**src/rtl/fetch_unit_pkg.sv**
```systemverilog
// Shared definitions for the fetch front end: reset defaults, PC step and
// the layout of one fetch-queue entry ({pc, instr}, instr in the low bits).
package fetch_unit_pkg;

  localparam int unsigned XLEN_DEFAULT     = 32;
  localparam int unsigned DEPTH_DEFAULT    = 4;
  localparam logic [31:0] RESET_PC_DEFAULT = 32'h0000_0000;
  localparam int unsigned PC_STEP_DEFAULT  = 4;

  // Instruction word width; the PC field sits directly above it in an entry.
  localparam int unsigned INSTR_W = 32;

  // Width of a queue entry for a given PC width.
  function automatic int unsigned entry_width(input int unsigned xlen);
    return xlen + INSTR_W;
  endfunction

endpackage

```
**src/rtl/fetch_unit_if.sv**
```systemverilog
// Instruction-memory request/grant bus with in-order responses. The master
// side is the fetch engine, the slave side is the instruction memory.
interface fetch_unit_if
  import fetch_unit_pkg::*;
#(
  parameter int unsigned XLEN = XLEN_DEFAULT
);

  logic               imem_req_o;
  logic [XLEN-1:0]    imem_addr_o;
  logic               imem_gnt_i;
  logic               imem_rvalid_i;
  logic [INSTR_W-1:0] imem_rdata_i;

  modport master (
    output imem_req_o,
    output imem_addr_o,
    input  imem_gnt_i,
    input  imem_rvalid_i,
    input  imem_rdata_i
  );

  modport slave (
    input  imem_req_o,
    input  imem_addr_o,
    output imem_gnt_i,
    output imem_rvalid_i,
    output imem_rdata_i
  );

endinterface

```
**src/rtl/fetch_unit_sync_fifo.sv**
```systemverilog
// Synchronous FIFO with flush. Head data reads as zero while empty so that
// consumers never see X before the first write. DEPTH must be a power of 2.
module sync_fifo #(
  parameter int unsigned WIDTH = 8,
  parameter int unsigned DEPTH = 4
) (
  input  logic                       clk,
  input  logic                       rst,
  input  logic                       push_i,
  input  logic [WIDTH-1:0]           wdata_i,
  input  logic                       pop_i,
  input  logic                       flush_i,
  output logic [WIDTH-1:0]           rdata_o,
  output logic [$clog2(DEPTH+1)-1:0] count_o,
  output logic                       empty_o
);

  localparam int unsigned AddrW = $clog2(DEPTH);
  localparam int unsigned CntW  = $clog2(DEPTH+1);
  localparam logic [CntW-1:0] DepthC = CntW'(DEPTH);
  localparam logic [CntW-1:0] OneC   = CntW'(1);
  localparam logic [AddrW-1:0] OneA  = AddrW'(1);

  logic [WIDTH-1:0] mem_q [DEPTH];
  logic [AddrW-1:0] wr_ptr_q, wr_ptr_d, rd_ptr_q, rd_ptr_d;
  logic [CntW-1:0]  count_q, count_d;
  logic             full, do_push, do_pop;

  assign empty_o = (count_q == '0);
  assign full    = (count_q == DepthC);
  assign count_o = count_q;
  assign rdata_o = empty_o ? '0 : mem_q[rd_ptr_q];

  // Flush wins over push and pop; a push into a full FIFO needs a concurrent pop.
  assign do_pop  = pop_i && !empty_o && !flush_i;
  assign do_push = push_i && !flush_i && (!full || do_pop);

  // Next-state for pointers and occupancy.
  always_comb begin
    wr_ptr_d = wr_ptr_q;
    rd_ptr_d = rd_ptr_q;
    count_d  = count_q;
    if (flush_i) begin
      wr_ptr_d = '0;
      rd_ptr_d = '0;
      count_d  = '0;
    end else begin
      if (do_push) wr_ptr_d = wr_ptr_q + OneA;
      if (do_pop)  rd_ptr_d = rd_ptr_q + OneA;
      unique case ({do_push, do_pop})
        2'b10:   count_d = count_q + OneC;
        2'b01:   count_d = count_q - OneC;
        default: count_d = count_q;
      endcase
    end
  end

  // Pointer/occupancy registers with synchronous reset.
  always_ff @(posedge clk) begin
    if (rst) begin
      wr_ptr_q <= '0;
      rd_ptr_q <= '0;
      count_q  <= '0;
    end else begin
      wr_ptr_q <= wr_ptr_d;
      rd_ptr_q <= rd_ptr_d;
      count_q  <= count_d;
    end
  end

  // Storage array; contents are only read once written, so no reset.
  always_ff @(posedge clk) begin
    if (do_push) mem_q[wr_ptr_q] <= wdata_i;
  end

endmodule

```
**src/rtl/fetch_unit.sv**
```systemverilog
// Decoupled instruction-fetch engine. Requests are issued only while the
// queue can absorb every in-flight response (credit = count + outstanding),
// so a response never meets a full queue. A redirect flushes the queue and
// marks all still-outstanding responses for dropping.
module fetch_unit
  import fetch_unit_pkg::*;
#(
  parameter int unsigned     XLEN     = XLEN_DEFAULT,
  parameter int unsigned     DEPTH    = DEPTH_DEFAULT,
  parameter logic [XLEN-1:0] RESET_PC = XLEN'(RESET_PC_DEFAULT),
  parameter int unsigned     PC_STEP  = PC_STEP_DEFAULT
) (
  input  logic                       clk,
  input  logic                       rst,
  input  logic                       redirect_i,
  input  logic [XLEN-1:0]            redirect_pc_i,
  fetch_unit_if.master               imem,
  output logic                       if_valid_o,
  output logic [INSTR_W-1:0]         if_instr_o,
  output logic [XLEN-1:0]            if_pc_o,
  input  logic                       id_ready_i,
  output logic [$clog2(DEPTH+1)-1:0] fifo_count_o
);

  localparam int unsigned      CntW   = $clog2(DEPTH+1);
  localparam int unsigned      EntryW = entry_width(XLEN);
  localparam logic [XLEN-1:0]  Step   = XLEN'(PC_STEP);
  localparam logic [CntW:0]    DepthW = (CntW+1)'(DEPTH);
  localparam logic [CntW-1:0]  OneC   = CntW'(1);

  logic [XLEN-1:0]   pc_q, pc_d, rpc_q, rpc_d;
  logic [CntW-1:0]   out_q, out_d, drop_q, drop_d;
  logic [CntW-1:0]   fifo_count;
  logic [CntW:0]     inflight;
  logic              credit, req, fire, rvalid, push, pop, fifo_empty;
  logic [EntryW-1:0] head;

  assign rvalid   = imem.imem_rvalid_i;
  assign inflight = {1'b0, fifo_count} + {1'b0, out_q};
  assign credit   = (inflight < DepthW);
  // Only registered state, redirect and reset feed the request.
  assign req      = !rst && !redirect_i && credit;
  assign fire     = req && imem.imem_gnt_i;
  assign push     = rvalid && (drop_q == '0) && !redirect_i;
  assign pop      = if_valid_o && id_ready_i && !redirect_i;

  assign imem.imem_req_o  = req;
  assign imem.imem_addr_o = pc_q;

  assign if_valid_o   = !fifo_empty;
  assign if_pc_o      = head[EntryW-1:INSTR_W];
  assign if_instr_o   = head[INSTR_W-1:0];
  assign fifo_count_o = fifo_count;

  // Next-state for fetch PC, response PC and the outstanding/drop counters.
  always_comb begin
    pc_d   = pc_q;
    rpc_d  = rpc_q;
    out_d  = out_q;
    drop_d = drop_q;
    if (fire) pc_d = pc_q + Step;
    if (fire && !rvalid) begin
      out_d = out_q + OneC;
    end else if (!fire && rvalid) begin
      out_d = out_q - OneC;
    end
    if (rvalid) begin
      if (drop_q != '0) drop_d = drop_q - OneC;
      else              rpc_d  = rpc_q + Step;
    end
    // No grant can happen here (req is low), so out_d = outstanding - rvalid.
    if (redirect_i) begin
      pc_d   = redirect_pc_i;
      rpc_d  = redirect_pc_i;
      drop_d = out_d;
    end
  end

  // Fetch state registers with synchronous reset.
  always_ff @(posedge clk) begin
    if (rst) begin
      pc_q   <= RESET_PC;
      rpc_q  <= RESET_PC;
      out_q  <= '0;
      drop_q <= '0;
    end else begin
      pc_q   <= pc_d;
      rpc_q  <= rpc_d;
      out_q  <= out_d;
      drop_q <= drop_d;
    end
  end

  sync_fifo #(
    .WIDTH (EntryW),
    .DEPTH (DEPTH)
  ) u_queue (
    .clk     (clk),
    .rst     (rst),
    .push_i  (push),
    .wdata_i ({rpc_q, imem.imem_rdata_i}),
    .pop_i   (pop),
    .flush_i (redirect_i),
    .rdata_o (head),
    .count_o (fifo_count),
    .empty_o (fifo_empty)
  );

endmodule

```
**src/flat_wrapper.sv**
```systemverilog
// flat-port wrapper written by rule: the top's interface ports become plain ports
module fetch_unit_flat import fetch_unit_pkg::*;
#(
  parameter int unsigned     XLEN     = XLEN_DEFAULT,
  parameter int unsigned     DEPTH    = DEPTH_DEFAULT,
  parameter logic [XLEN-1:0] RESET_PC = XLEN'(RESET_PC_DEFAULT),
  parameter int unsigned     PC_STEP  = PC_STEP_DEFAULT
)
  (clk, rst, redirect_i, redirect_pc_i, if_valid_o, if_instr_o, if_pc_o, id_ready_i, fifo_count_o, imem_imem_req_o, imem_imem_addr_o, imem_imem_gnt_i, imem_imem_rvalid_i, imem_imem_rdata_i);
  fetch_unit_if #(.XLEN(XLEN)) imem_i ();
  input  logic clk;
  input  logic rst;
  input  logic redirect_i;
  input  logic [XLEN-1:0] redirect_pc_i;
  output logic if_valid_o;
  output logic [INSTR_W-1:0] if_instr_o;
  output logic [XLEN-1:0] if_pc_o;
  input  logic id_ready_i;
  output logic [$clog2(DEPTH+1)-1:0] fifo_count_o;
  output wire logic [$bits(imem_i.imem_req_o)-1:0] imem_imem_req_o;
  output wire logic [$bits(imem_i.imem_addr_o)-1:0] imem_imem_addr_o;
  input wire logic [$bits(imem_i.imem_gnt_i)-1:0] imem_imem_gnt_i;
  input wire logic [$bits(imem_i.imem_rvalid_i)-1:0] imem_imem_rvalid_i;
  input wire logic [$bits(imem_i.imem_rdata_i)-1:0] imem_imem_rdata_i;
  assign imem_imem_req_o = imem_i.imem_req_o;
  assign imem_imem_addr_o = imem_i.imem_addr_o;
  assign imem_i.imem_gnt_i = imem_imem_gnt_i;
  assign imem_i.imem_rvalid_i = imem_imem_rvalid_i;
  assign imem_i.imem_rdata_i = imem_imem_rdata_i;
  fetch_unit #(.XLEN(XLEN), .DEPTH(DEPTH), .RESET_PC(RESET_PC), .PC_STEP(PC_STEP)) u_core (.clk(clk), .rst(rst), .redirect_i(redirect_i), .redirect_pc_i(redirect_pc_i), .imem(imem_i), .if_valid_o(if_valid_o), .if_instr_o(if_instr_o), .if_pc_o(if_pc_o), .id_ready_i(id_ready_i), .fifo_count_o(fifo_count_o));
endmodule
```
**config.mk**
```make
export PLATFORM = sky130hd
export DESIGN_NAME = fetch_unit_flat
export DESIGN_NICKNAME = d
export VERILOG_FILES = /design/src/rtl/fetch_unit_pkg.sv /design/src/rtl/fetch_unit_if.sv /design/src/rtl/fetch_unit_sync_fifo.sv /design/src/rtl/fetch_unit.sv /design/src/flat_wrapper.sv
export SDC_FILE = /design/constraint.sdc
export NUM_CORES = 1
export LEC_CHECK = 0
export ABC_AREA = 1
export BUFFER_PORTS_ARGS = -buffer_cell sky130_fd_sc_hd__buf_2
export CAP_MARGIN = 0
export CELL_PAD_IN_SITES_DETAIL_PLACEMENT = 0
export CELL_PAD_IN_SITES_GLOBAL_PLACEMENT = 1
export CORE_MARGIN = 5
export CORE_UTILIZATION = 48
export DETAILED_ROUTE_END_ITERATION = 10
export GPL_TIMING_DRIVEN = 0
export PLACE_DENSITY = 0.83
export SLEW_MARGIN = 10
export SYNTH_ARGS = -nofsm -noshare
export SYNTH_HDL_FRONTEND = slang
export SYNTH_SLANG_ARGS = --single-unit
export TNS_END_PERCENT = 1
```
**constraint.sdc**
```tcl
create_clock -name clk -period 6.7 [get_ports clk]
set_input_delay 0.335 -clock clk [delete_from_list [all_inputs] [get_ports clk]]
set_output_delay 0.335 -clock clk [all_outputs]
set_load 0.01 [all_outputs]
```
==> results_dict.tcl, run 1 <==
set metrics [dict create \
    grt_pass1_vias 11600 \
    syn_area_per_cell_sq_um 9.26 \
    core_area_sq_mm 0.0307 \
    worst-setup-path-type "reg2out" \
    htreeDepth 2 \
    gp_congestion 0.896 \
    grtUsageTotal 0.226 \
    holdWs_ps 31.1 \
    io_buffers 169 \
    synth_ff_type "edfxtp_1" \
    power_density_mw_per_mm2 269 \
    tightestPinTransition_ps 883 \
    initial_core_util 0.488 \
    endpoint_kind "primary output" \
    fp.dieW_um 187 \
    ant_nets 0 \
    die_h_um 187 \
    fillCellCount 2684 \
    synth.most_common_cell "nor2_1" \
    cts_buffer_depth 3 \
    yosys.area.top_type_share 0.514 \
    finalCritPeriodShare 0.460 \
    fin_skew_ps 15.0 \
    synth_warnings 0 \
    async_flop_share 0 \
    multiInputGateArea_sq_mm 0.00505 \
    period_needed_ps 3080 \
    area_growth_pct 18.5 \
    hp-class "in2reg" \
    worstPathMaxFanout 10 \
    hpwl_um 28400 \
    fmax_ghz 0.324 \
    syn_inst 1616 \
    grt_pass1_wl_um 63100 \
    first_pass_iters 5 \
    antenna_found_initial 0 \
    ios 171 \
    finalMaxSlewViolations 0 \
    place_area_sq_mm 0.0165 \
    clock_sinks 335 \
    postSynthNetCount 1699 \
    cts.root.buffer_cell "clkbuf_16" \
    slew_headroom 0.411 \
    rsz0062_at_grt "false" \
    slowest_stage "clkbuf_1" \
    syn_area_sq_mm 0.0150 \
    yosysSeqAreaShare 0.619 \
    slowest_delay_ps 660 \
    insertion_delay_ps 510 \
    path_cells "inv_1, nand3_1, inv_1, clkbuf_1, buf_1, a21oi_1, buf_2" \
    wl_um 40600 \
    final_area_sq_mm 0.0177 \
    ctsHoldBuffers 0 \
    yosys-top-cells-area "edfxtp_1, dfxtp_1, nor2_1" \
    nets 1913 \
    setup_violations 0 \
    die-area_sq_mm 0.0348 \
    synth_top_area_cell "edfxtp_1" \
    n_antenna_cell 0 \
    cts_tree "yes" \
    p_leak_uw 0.00680 \
    grt_overflow 0 \
    cts_buffers 35 \
    cp.arrival_ps 2750 \
    drcViolationCount 0 \
    peakVddDrop_uv 140 \
    vias 11900 \
    maxCapViolCount 0 \
    regArea_sq_mm 0.00927 \
    path_common_cell "inv_1" \
    clk_pin_slew_ps 60 \
    worstPathRequired_ps 6360 \
    synth_edf_count 256 \
    vias_per_cell 5.27 \
    placementRows 64 \
    cts_resized 0 \
    final.setup.tns_ps 0 \
    status "completed" \
    cp-start-kind "flop" \
    grt_max_degree 28 \
    drive_gt1_frac 0.150 \
    drtIter0Drc 729 \
    ys_ff_latch 335 \
    synthTopCellsByCount "nor2_1, nand2_1, edfxtp_1" \
    post_cts_buffers 0 \
    hold_viol 0 \
    synth.distinct_cells 38 \
    wl_per_cell_um 18.0 \
]
power breakdown:
group	switching [uW]	leakage, uW	internal, uW
combinational	247	0.00323	129
sequential	63.5	0.00298	2310
clock	794	0.000578	1230
layout make-up:
class,instances,area share
inverters,94,0.0202
repair buffers,177,0.0572
clock buffers,45,0.0550
multi-input cells,1117,0.285
well taps,396,0.0280
clock inverters,19,0.0140
plain buffers,70,0.0181
flip-flops and latches,335,0.523
path summary, 6_finish.rpt:
kind | start | to | slack [ps] | cells past startpoint
hold / removal | imem_imem_rdata_i[2] | u_core.u_queue.mem_q[0][2] | 30 | 1
setup / recovery | u_core.u_queue.count_o[0] | if_pc_o[8] | 3620 | 7
setup reg to reg | u_core.drop_q[0] | u_core.u_queue.mem_q[1][58] | 4080 | 8
hold reg to reg | u_core.imem.imem_addr_o[0] | u_core.imem.imem_addr_o[0] | 460 | 2
state kept, by name, summed over array words and instances (netlist names), named ones only:
signal	count
u_core.u_queue.mem_q	256
u_core.imem.imem_addr_o	32
u_core.rpc_q	32
u_core.drop_q	3
u_core.out_q	3
u_core.u_queue.count_o	3
u_core.u_queue.rd_ptr_q	2
u_core.u_queue.wr_ptr_q	2
metal layers:
layer  track usage  vias up  part of all wire
met4        0.0802        0             0.036
met5             0        -                 0
li1              -     5868                 -
met2         0.386      407              0.49
met1         0.296     5500              0.42
met3        0.0331       89             0.061
cell usage in the layout (no fill, tap or decap), drive strengths merged, types with 58 or more instances in the layout:
master / n
a21oi: 120
buf: 213
clkbuf: 79
dfxtp: 79
edfxtp: 256
inv: 94
nand2: 309
nand3: 58
nor2: 393
o21ai: 177
cells by family after synthesis:
family	Yosys count	synth area share
compound gates	317	0.109
xor+xnor	19	0.0111
fa+ha+maj	13	0.0114
buf+inv	164	0.0454
flops	335	0.619
simple gates	768	0.204
worst max-delay path, delay by kind of cell (launching register included):
kind | cells | cell delay [ps]
flops | 1 | 340
simple gates | 1 | 130
compound gates | 1 | 170
buf+inv | 5 | 1600
stage by stage:
stage | std cells | power [uW] | setup slack (ps) | util
2_1_floorplan | 1616 | 2620 | 2580 | -
3_5_place_dp | 2189 | 2790 | 4060 | 0.538
3_3_place_gp | 2181 | 2780 | 350 | 0.532
5_1_grt | 2253 | 4940 | 3410 | 0.578
6_report | 2253 | 4770 | 3620 | 0.578
4_1_cts | 2253 | 4790 | 3610 | 0.578
No activity file was read; power rests on OpenSTA's default activity.
==> run 2: changes to the inputs <==
- CORE_UTILIZATION: 48 -> 41
- PLACE_DENSITY: 0.83 -> 0.76
- clock period: 6.7 -> 2.7 ns (I/O delays scaled with it)
==> run 2 against run 1 <==
Global-route usage is 2.3 points lower; register-to-register slack lost 3800 ps; wire length is 3.4% higher; die area up 16%; power increased by 150%; sequential share of layout area down 1.7 points; worst setup slack got worse by 3500 ps; largest power group unchanged.
==> results_dict.tcl, run 2 (synthesized netlist as in run 1, its figures left out) <==
set metrics [dict create \
    grtUsageTotal 0.203 \
    grtUsageMet1 0.274 \
    cts_buffers 37 \
    grt_pass1_wl_um 65500 \
    final_area_sq_mm 0.0183 \
    slew_headroom 0.487 \
    grt_pass1_vias 11600 \
    intPower_uw 8940 \
    combPwrFrac 0.086 \
    tightestPinTransition_ps 768 \
    finalCritPeriodShare 0.963 \
    drive_gt1_frac 0.149 \
    ant_nets 0 \
    path_cells "inv_2, clkbuf_1, clkbuf_1, o21ai_0, a21oi_1, buf_2" \
    holdWs_ps 28.7 \
    path_common_cell "clkbuf_1" \
    grt_max_degree 27 \
    first_pass_iters 5 \
    hold_viol 0 \
    core_area_sq_mm 0.0363 \
    hp-class "in2reg" \
    io_buffers 169 \
    htreeDepth 2 \
    placementRows 70 \
    drtIter0Drc 814 \
    cts_buffer_depth 3 \
    worstPathMaxFanout 10 \
    seq_power_share 0.503 \
    area_growth_pct 22.5 \
    ios 171 \
    drcViolationCount 0 \
    status "completed" \
    clockPowerShare 0.412 \
    wl_per_cell_um 17.6 \
    clk_pin_slew_ps 60 \
    maxCapViolCount 0 \
    path_buf_inv 4 \
    place_area_sq_mm 0.0166 \
    hpwl_um 29800 \
    grt_use_met2 0.343 \
    netSwitchingFraction 0.236 \
    final_cell_mix "nor2_1, nand2_1, edfxtp_1" \
    power.total_uw 11700 \
    insertion_delay_ps 520 \
    fin_skew_ps 24.4 \
    gp_congestion 0.882 \
    slowest_stage "clkbuf_1" \
    finalMaxSlewViolations 0 \
    nets 1968 \
    n_antenna_cell 0 \
    busiest_layer "met2" \
    cp-start-kind "flop" \
    fmax_ghz 0.385 \
    wl_um 42000 \
    antenna_found_initial 0 \
    initial_core_util 0.412 \
    p_leak_uw 0.00704 \
    die-area_sq_mm 0.0404 \
    endpoint_kind "primary output" \
    peakVddDrop_uv 413 \
    period_needed_ps 2600 \
    worst-setup-path-type "reg2out" \
    setup_violations 0 \
    fp.dieW_um 201 \
    placed_cells 2262 \
    rsz0062_at_grt "true" \
    regMostFlops "u_core.u_queue.mem_q" \
    die_h_um 201 \
    cp.arrival_ps 2460 \
    vias_per_cell 5.08 \
    power_density_mw_per_mm2 638 \
    grt_overflow 0 \
    cts_tree "yes" \
    largest_reg_flops 256 \
    cts.root.buffer_cell "clkbuf_16" \
    slowest_delay_ps 480 \
    vias 12100 \
    switching_power_uw 2760 \
    final_common_cell "nor2_1" \
    clock_sinks 335 \
    fin_cells 2382 \
    met3_usage 0.0284 \
    crit_family "buffers and inverters" \
    worstPathRequired_ps 2570 \
]
-- run 2: cell types whose count changed in the layout (fill, tap and decap cells not counted), sizes merged --
cell and change:
clkinvlp -3, clkinv +2, clkbuf +7, bufinv -4, dlygate4sd3 +53, buf +1, inv +1
-- run 2: worst paths after layout --
kind                              startpoint                     endpoint  slack, ps  depth (start not counted)
setup / recovery                        flop               if_instr_o[28]        100                          6
hold / removal             redirect_pc_i[22]  u_core.imem.imem_addr_o[22]         30                          5
setup reg to reg            u_core.drop_q[0]  u_core.u_queue.mem_q[0][61]        260                          7
hold reg to reg   u_core.imem.imem_addr_o[0]   u_core.imem.imem_addr_o[0]        460                          2
-- run 2: per-layer routing --
| layer | vias up | routed length (um) |
|---|---|---|
| li1 | 5972 | - |
| met1 | 5694 | 18300 |
| met2 | 366 | 20000 |
| met3 | 74 | 2490 |
| met4 | 0 | 1200 |
| met5 | - | 0 |
-- run 2: layout make-up --
class / count / area [sq um]
plain buffers: 69 / 325
clock buffers: 53 / 1060
clock inverters: 15 / 120
fillers: 3329 / 18000
inverters: 94 / 358
multi-input cells: 1117 / 5050
flip-flops and latches: 335 / 9270
well taps: 468 / 586
repair buffers: 231 / 1570
-- run 2: timing repair --
action                     4_1_cts  5_1_grt
hold endpoints to repair       161        0
buffers inserted                 0        0
gates resized for setup          2        8
hold buffers                    53        0
setup endpoints to repair       60       47
-- run 2: tightest hold or removal path, delay by kind of cell --
kind	cells	cell delay, ps
AOI/OAI and AO/OA	2	120
buffers and inverters	1	80
and+or+nand+nor	2	150
-- run 2: power by group through the flow --
| stage | Combinational [uW] | Clock (uW) | Sequential (uW) |
|---|---|---|---|
| 6_report | 1000 | 4820 | 5880 |
| 5_1_grt | 1120 | 5140 | 5900 |
| 4_1_cts | 1010 | 4910 | 5880 |
| 3_5_place_dp | 943 | 0 | 5990 |
| 3_3_place_gp | 909 | 0 | 5990 |
| 2_1_floorplan | 544 | 0 | 5950 |
-- run 2: through the flow --
| stage | worst slack [ps] | util | setup TNS, ps |
|---|---|---|---|
| after floorplan | -358 | - | -91530 |
| after detailed placement | 250 | 0.457 | 0 |
| after global placement | -1860 | 0.451 | -463840 |
| after CTS | 1.65 | 0.504 | 0 |
| final | 101 | 0.504 | 0 |
| after global routing | -20.5 | 0.504 | -38.5 |
